**src/rtl/fetch_pc_controller_if.sv**
```systemverilog
// Fetch-stage PC control bundle between the PC controller and the PC register / imem / hazard logic.
// master = controller side (drives PC update and fetch strobes), slave = surrounding pipeline.
interface fetch_pc_controller_if #(
  parameter int XLEN = 32
);
  logic [XLEN-1:0] pc_cur;
  logic            stall;
  logic            redirect_valid;
  logic [XLEN-1:0] redirect_target;
  logic            imem_ready;
  logic [XLEN-1:0] pc_next;
  logic            pc_write;
  logic            imem_req;
  logic            if_id_flush;
  logic            fetch_valid;
  logic            redirect_pending;

  modport master (
    input  pc_cur, stall, redirect_valid, redirect_target, imem_ready,
    output pc_next, pc_write, imem_req, if_id_flush, fetch_valid, redirect_pending
  );

  modport slave (
    output pc_cur, stall, redirect_valid, redirect_target, imem_ready,
    input  pc_next, pc_write, imem_req, if_id_flush, fetch_valid, redirect_pending
  );
endinterface

```
**src/rtl/fetch_pc_controller.sv**
```systemverilog
// Fetch PC sequencer: picks next PC among redirect / stall / sequential and raises IF/ID flush.
// Latency: PC updates on the edge after pc_write=1; a ready redirect lands one cycle later.
// Backpressure: while imem_ready=0 the PC is frozen; redirects seen meanwhile are parked (last wins).
module fetch_pc_controller #(
  parameter int              XLEN         = 32,
  parameter logic [XLEN-1:0] RESET_VECTOR = '0,
  parameter int unsigned     PC_STEP      = 4
) (
  input  logic                 clk,
  input  logic                 rst,
  fetch_pc_controller_if.master bus
);

  typedef enum logic [1:0] {
    BOOT = 2'd0,
    RUN  = 2'd1,
    WAIT = 2'd2
  } state_t;

  state_t          state;
  logic            pend_valid;
  logic [XLEN-1:0] pend_target;

  logic [XLEN-1:0] seq_pc;
  logic [XLEN-1:0] redir_tgt;

  assign seq_pc    = bus.pc_cur + XLEN'(PC_STEP);
  assign redir_tgt = {bus.redirect_target[XLEN-1:2], 2'b00};

  always_ff @(posedge clk) begin
    if (rst) begin
      state       <= BOOT;
      pend_valid  <= 1'b0;
      pend_target <= '0;
    end else begin
      case (state)
        BOOT: state <= RUN;
        RUN: begin
          if (bus.redirect_valid) begin
            if (!bus.imem_ready) begin
              pend_target <= redir_tgt;
              pend_valid  <= 1'b1;
              state       <= WAIT;
            end
          end else if (!bus.stall && !bus.imem_ready) begin
            state <= WAIT;
          end
        end
        WAIT: begin
          if (bus.imem_ready) begin
            pend_valid <= 1'b0;
            state      <= RUN;
          end else if (bus.redirect_valid) begin
            pend_target <= redir_tgt;
            pend_valid  <= 1'b1;
          end
        end
        default: state <= BOOT;
      endcase
    end
  end

  always_comb begin
    bus.pc_next          = seq_pc;
    bus.pc_write         = 1'b0;
    bus.imem_req         = 1'b0;
    bus.if_id_flush      = 1'b0;
    bus.fetch_valid      = 1'b0;
    bus.redirect_pending = pend_valid & ~rst;
    if (rst) begin
      bus.pc_next     = RESET_VECTOR;
      bus.if_id_flush = 1'b1;
    end else begin
      case (state)
        BOOT: bus.if_id_flush = 1'b1;
        RUN: begin
          bus.imem_req = 1'b1;
          if (bus.redirect_valid) begin
            // Redirect outranks stall; without imem_ready it is parked instead of written.
            bus.if_id_flush = 1'b1;
            if (bus.imem_ready) begin
              bus.pc_next  = redir_tgt;
              bus.pc_write = 1'b1;
            end
          end else if (!bus.stall && bus.imem_ready) begin
            bus.pc_write    = 1'b1;
            bus.fetch_valid = 1'b1;
          end
        end
        WAIT: begin
          bus.imem_req = 1'b1;
          if (!bus.imem_ready) begin
            bus.if_id_flush = bus.redirect_valid;
          end else if (bus.redirect_valid || pend_valid) begin
            bus.pc_next     = bus.redirect_valid ? redir_tgt : pend_target;
            bus.pc_write    = 1'b1;
            bus.if_id_flush = 1'b1;
          end else if (!bus.stall) begin
            bus.pc_write    = 1'b1;
            bus.fetch_valid = 1'b1;
          end
        end
        default: bus.if_id_flush = 1'b1;
      endcase
    end
  end

endmodule

```
**src/flat_wrapper.sv**
```systemverilog
// flat-port wrapper written by rule: the top's interface ports become plain ports
module fetch_pc_controller_flat 
#(
  parameter int              XLEN         = 32,
  parameter logic [XLEN-1:0] RESET_VECTOR = '0,
  parameter int unsigned     PC_STEP      = 4
)
  (clk, rst, bus_pc_cur, bus_stall, bus_redirect_valid, bus_redirect_target, bus_imem_ready, bus_pc_next, bus_pc_write, bus_imem_req, bus_if_id_flush, bus_fetch_valid, bus_redirect_pending);
  fetch_pc_controller_if #(.XLEN(XLEN)) bus_i ();
  input  logic clk;
  input  logic rst;
  input wire logic [$bits(bus_i.pc_cur)-1:0] bus_pc_cur;
  input wire logic [$bits(bus_i.stall)-1:0] bus_stall;
  input wire logic [$bits(bus_i.redirect_valid)-1:0] bus_redirect_valid;
  input wire logic [$bits(bus_i.redirect_target)-1:0] bus_redirect_target;
  input wire logic [$bits(bus_i.imem_ready)-1:0] bus_imem_ready;
  output wire logic [$bits(bus_i.pc_next)-1:0] bus_pc_next;
  output wire logic [$bits(bus_i.pc_write)-1:0] bus_pc_write;
  output wire logic [$bits(bus_i.imem_req)-1:0] bus_imem_req;
  output wire logic [$bits(bus_i.if_id_flush)-1:0] bus_if_id_flush;
  output wire logic [$bits(bus_i.fetch_valid)-1:0] bus_fetch_valid;
  output wire logic [$bits(bus_i.redirect_pending)-1:0] bus_redirect_pending;
  assign bus_i.pc_cur = bus_pc_cur;
  assign bus_i.stall = bus_stall;
  assign bus_i.redirect_valid = bus_redirect_valid;
  assign bus_i.redirect_target = bus_redirect_target;
  assign bus_i.imem_ready = bus_imem_ready;
  assign bus_pc_next = bus_i.pc_next;
  assign bus_pc_write = bus_i.pc_write;
  assign bus_imem_req = bus_i.imem_req;
  assign bus_if_id_flush = bus_i.if_id_flush;
  assign bus_fetch_valid = bus_i.fetch_valid;
  assign bus_redirect_pending = bus_i.redirect_pending;
  fetch_pc_controller #(.XLEN(XLEN), .RESET_VECTOR(RESET_VECTOR), .PC_STEP(PC_STEP)) u_core (.clk(clk), .rst(rst), .bus(bus_i));
endmodule
```
**config.mk**
```make
export PLATFORM = sky130hd
export DESIGN_NAME = fetch_pc_controller_flat
export DESIGN_NICKNAME = d
export VERILOG_FILES = /design/src/rtl/fetch_pc_controller_if.sv /design/src/rtl/fetch_pc_controller.sv /design/src/flat_wrapper.sv
export SDC_FILE = /design/constraint.sdc
export NUM_CORES = 1
export LEC_CHECK = 0
export BUFFER_PORTS_ARGS = -buffer_cell sky130_fd_sc_hd__buf_4
export CAP_MARGIN = 20
export CORE_MARGIN = 2
export CORE_UTILIZATION = 47
export CTS_BUF_LIST = sky130_fd_sc_hd__clkbuf_2
export CTS_CLUSTER_DIAMETER = 120
export DETAILED_ROUTE_END_ITERATION = 16
export GPL_ROUTABILITY_DRIVEN = 1
export PLACE_DENSITY = 0.84
export SETUP_SLACK_MARGIN = 0.1
export SLEW_MARGIN = 20
export SYNTH_ARGS = -nofsm -noshare
export SYNTH_HDL_FRONTEND = slang
export SYNTH_SLANG_ARGS = --single-unit
```
**constraint.sdc**
```tcl
create_clock -name clk -period 1.8 [get_ports clk]
set_clock_uncertainty 0.05 [all_clocks]
set_input_delay 0.09 -clock clk [delete_from_list [all_inputs] [get_ports clk]]
set_output_delay 0.09 -clock clk [all_outputs]
set_load 0.005 [all_outputs]
```
==> results.cfg <==
[logic_synthesis]
syn_area_um2 = 2925
synth-edff-count = 0
synthCells = 424
yosys_warnings = 0
syn-num-nets = 497
async_flop_share = 0
ys_seq_elements = 35
ys_seq_area_frac = 0.2395
synth_cell_types = 48
synthFlopType = dfxtp_1
syn_avg_cell_area_um2 = 6.899

[power_and_ir_drop]
p_seq_frac = 0.274
netSwitchingFraction = 0.3901
peakVddDrop_uv = 426.7
p_comb_frac = 0.549
switchingPower_w = 0.001209
internal_power_w = 0.001890
p_leak_nw = 2.023
p_clk_frac = 0.177
p_per_area_nw_per_um2 = 614.4

[grt]
grt_util_all_layers = 0.3255
grt_pass1_wl_um = 18600
grt_pass1_vias = 3910
grt_remaining_overflow = 0
grt_max_degree = 26
antenna_found_initial = 0

[placed_design]
io_buffers = 103
place_area_um2 = 3998
dpl.hpwl_um = 7448
place.gp.congestion = 0.8580

[route]
vias_per_cell = 6.601
top_layer = met4
ant_nets = 0
drt-pass1-iter-count = 6
wire_per_inst_um = 20.91
drc_errors = 0
wl_met1_um = 4993
route.met2.wl_um = 6466
drt-initial-drc-count = 671
vias = 4429
wirelength_um = 14030
met3_length_um = 1662

[flow_run]
drv_cap = 0

[hold_path]
min_path_type = input pin to flip-flop

[layout]
fillCellCount = 331
final_layout_size_suffix_gt1_frac = 0.4044
nNetsFinal = 668
antenna_cells = 0
multi_input_area_um2 = 2359
fin_area_um2 = 5044
syn_to_final_growth_pct = 72.41
final-seq-area_um2 = 709.4

[setup_path]
worstPathArrival_ps = 2340
cp_max_fo = 6
crit_type = flip-flop to primary output
cpPeakStageDelay_ps = 420
end_kind = primary output
startpoint_type = flip-flop
crit_path_frequent_cell = buf_6
rrSetupSlack_ps = 80
path_cells = inv_4 > ha_4 > buf_6 > nand2_4 > nor3_4 > buf_6 > buf_6 > a22o_1 > nand2_1 > a21oi_1 > buf_4
cpMaxStageDelayCell = dfxtp_4
cp.required_ps = 1660

[clocking]
cts_tree = yes
root_buffer = clkbuf_2
path_clk_slew_ps = 270
cts_buffers = 5
clockBufferDepth = 2
insertion_delay_ps = 470
cts_htree_levels = 2
clock_sinks = 35

[die]
io_pins = 106
design.core.area_um2 = 5956
dieArea_um2 = 6871
die_w_um = 82.89
rows = 28
die_h_um = 82.89
start_util = 0.4912

[timing]
hold-worst-slack_ps = -26.89
hold_viol_final = 1
fmax_ghz = 0.4034
maxSlewViolCount = 0
layout_min_cycle_time_ps = 2479
timing.final.crit_share = 1.377
finalSetupViolCount = 36
rsz0062_at_grt = yes
relSlewSlack = 0.7277
tightestPinTransition_ps = 405.8
setup_slack_ps = -678.7

[status]
violations = hold timing, setup timing
outcome = finished, violations left
## Yosys cell counts (3+ instances only)
cell / count / area [um2]
nor3_1: 3 / 15.01
nand3_1: 15 / 75.07
a211oi_1: 3 / 22.52
ha_1: 4 / 50.05
o22ai_1: 8 / 50.05
xor2_1: 17 / 148.9
nand2b_1: 6 / 37.54
nand2_1: 90 / 337.8
o21ai_0: 25 / 125.1
o21bai_1: 3 / 22.52
and3_1: 5 / 31.28
and2_1: 3 / 18.77
dfxtp_1: 35 / 700.7
a22o_1: 10 / 87.58
nor2b_1: 3 / 18.77
clkbuf_1: 24 / 90.09
inv_1: 6 / 22.52
a21oi_1: 52 / 260.3
a21o_1: 3 / 22.52
nor2_1: 19 / 71.32
o2bb2ai_1: 8 / 70.07
xnor2_1: 9 / 78.83
a22oi_1: 22 / 165.2
buf_2: 8 / 40.04
nand4_1: 9 / 56.30
## cells by family after synthesis
group / Yosys count / share of synthesized area
simple gates: 169 / 0.2823
compound gates: 148 / 0.3208
buf+inv: 41 / 0.05860
flops: 35 / 0.2395
xor+xnor: 26 / 0.07784
mux: 1 / 0.003849
fa+ha+maj: 4 / 0.01711
## critical path, delay by kind of cell (launching register included)
family / cells / cell delay, ps
compound gates: 2 / 380
fa+ha+maj: 1 / 140
buf+inv: 5 / 610
flops: 1 / 420
simple gates: 3 / 310
## per-stage QoR
stage	setup WS (ps)	util	TNS (ps)	power [W]	std cells
floorplan	117.3	-	0	0.001402	424
global placement	-55.58	0.6712	-287.4	0.001953	608
detailed placement	-127.4	0.6712	-2330	0.001978	608
CTS	-437.0	0.8017	-12440	0.002829	662
global route	-730.8	0.8468	-19470	0.003180	671
finish	-678.7	0.8468	-18220	0.003099	671
## path summary, 6_finish.rpt
check | start | end | cells past startpoint
setup reg to reg | u_core.state[0] | u_core.pend_target[11] | 10
hold / removal | bus_imem_ready | u_core.state[1] | 3
setup / recovery | u_core.state[0] | bus_pc_next[30] | 11
hold reg to reg | u_core.pend_target[18] | u_core.pend_target[18] | 2
## per-layer routing
layer	global-route usage	vias up
met5	0	-
met3	0.05368	115
met1	0.3901	2024
met4	0.1610	0
li1	-	1862
met2	0.5609	428
## power groups by stage
| stage | sequential (W) | clock (W) | combinational, W |
|---|---|---|---|
| after detailed placement | 0.000852 | 0 | 0.00113 |
| after CTS | 0.000842 | 0.000520 | 0.00147 |
| after global routing | 0.000852 | 0.000559 | 0.00177 |
| final | 0.000849 | 0.000547 | 0.00170 |
| after global placement | 0.000849 | 0 | 0.00110 |
| after floorplan | 0.000847 | 0 | 0.000555 |
## registers in the layout, indices dropped and copies added, names as in the netlist
register,count
u_core.pend_valid,1
u_core.pend_target,32
u_core.state,2
## layout by cell type (no fill, tap or decap), drive strengths merged, types with 6 or more instances in the layout
cell type / instances
a21oi: 53
a22o: 10
a22oi: 22
buf: 165
clkbuf: 7
dfxtp: 35
dlygate4sd3: 31
inv: 7
nand2: 90
nand2b: 6
nand3: 15
nand4: 11
nor2: 21
o21ai: 26
o22ai: 9
o2bb2ai: 8
xnor2: 9
xor2: 17
## cell type report
| cell class | count | share of cell area |
|---|---|---|
| multi-input combinational | 348 | 0.4676 |
| timing repair buffer | 198 | 0.3533 |
| sequential | 35 | 0.1407 |
| tap | 75 | 0.01861 |
| clock inverter | 3 | 0.007690 |
| inverter | 7 | 0.007194 |
| clock buffer | 5 | 0.004962 |
## what timing repair did
action	4_1_cts	5_1_grt
hold buffers	31	0
pin swaps	37	23
setup endpoints to repair	67	65
buffers inserted	14	7
hold endpoints to repair	31	0
gates cloned	2	3
gates resized for setup	71	35
Note: power is estimated with default switching activity, not from simulation.
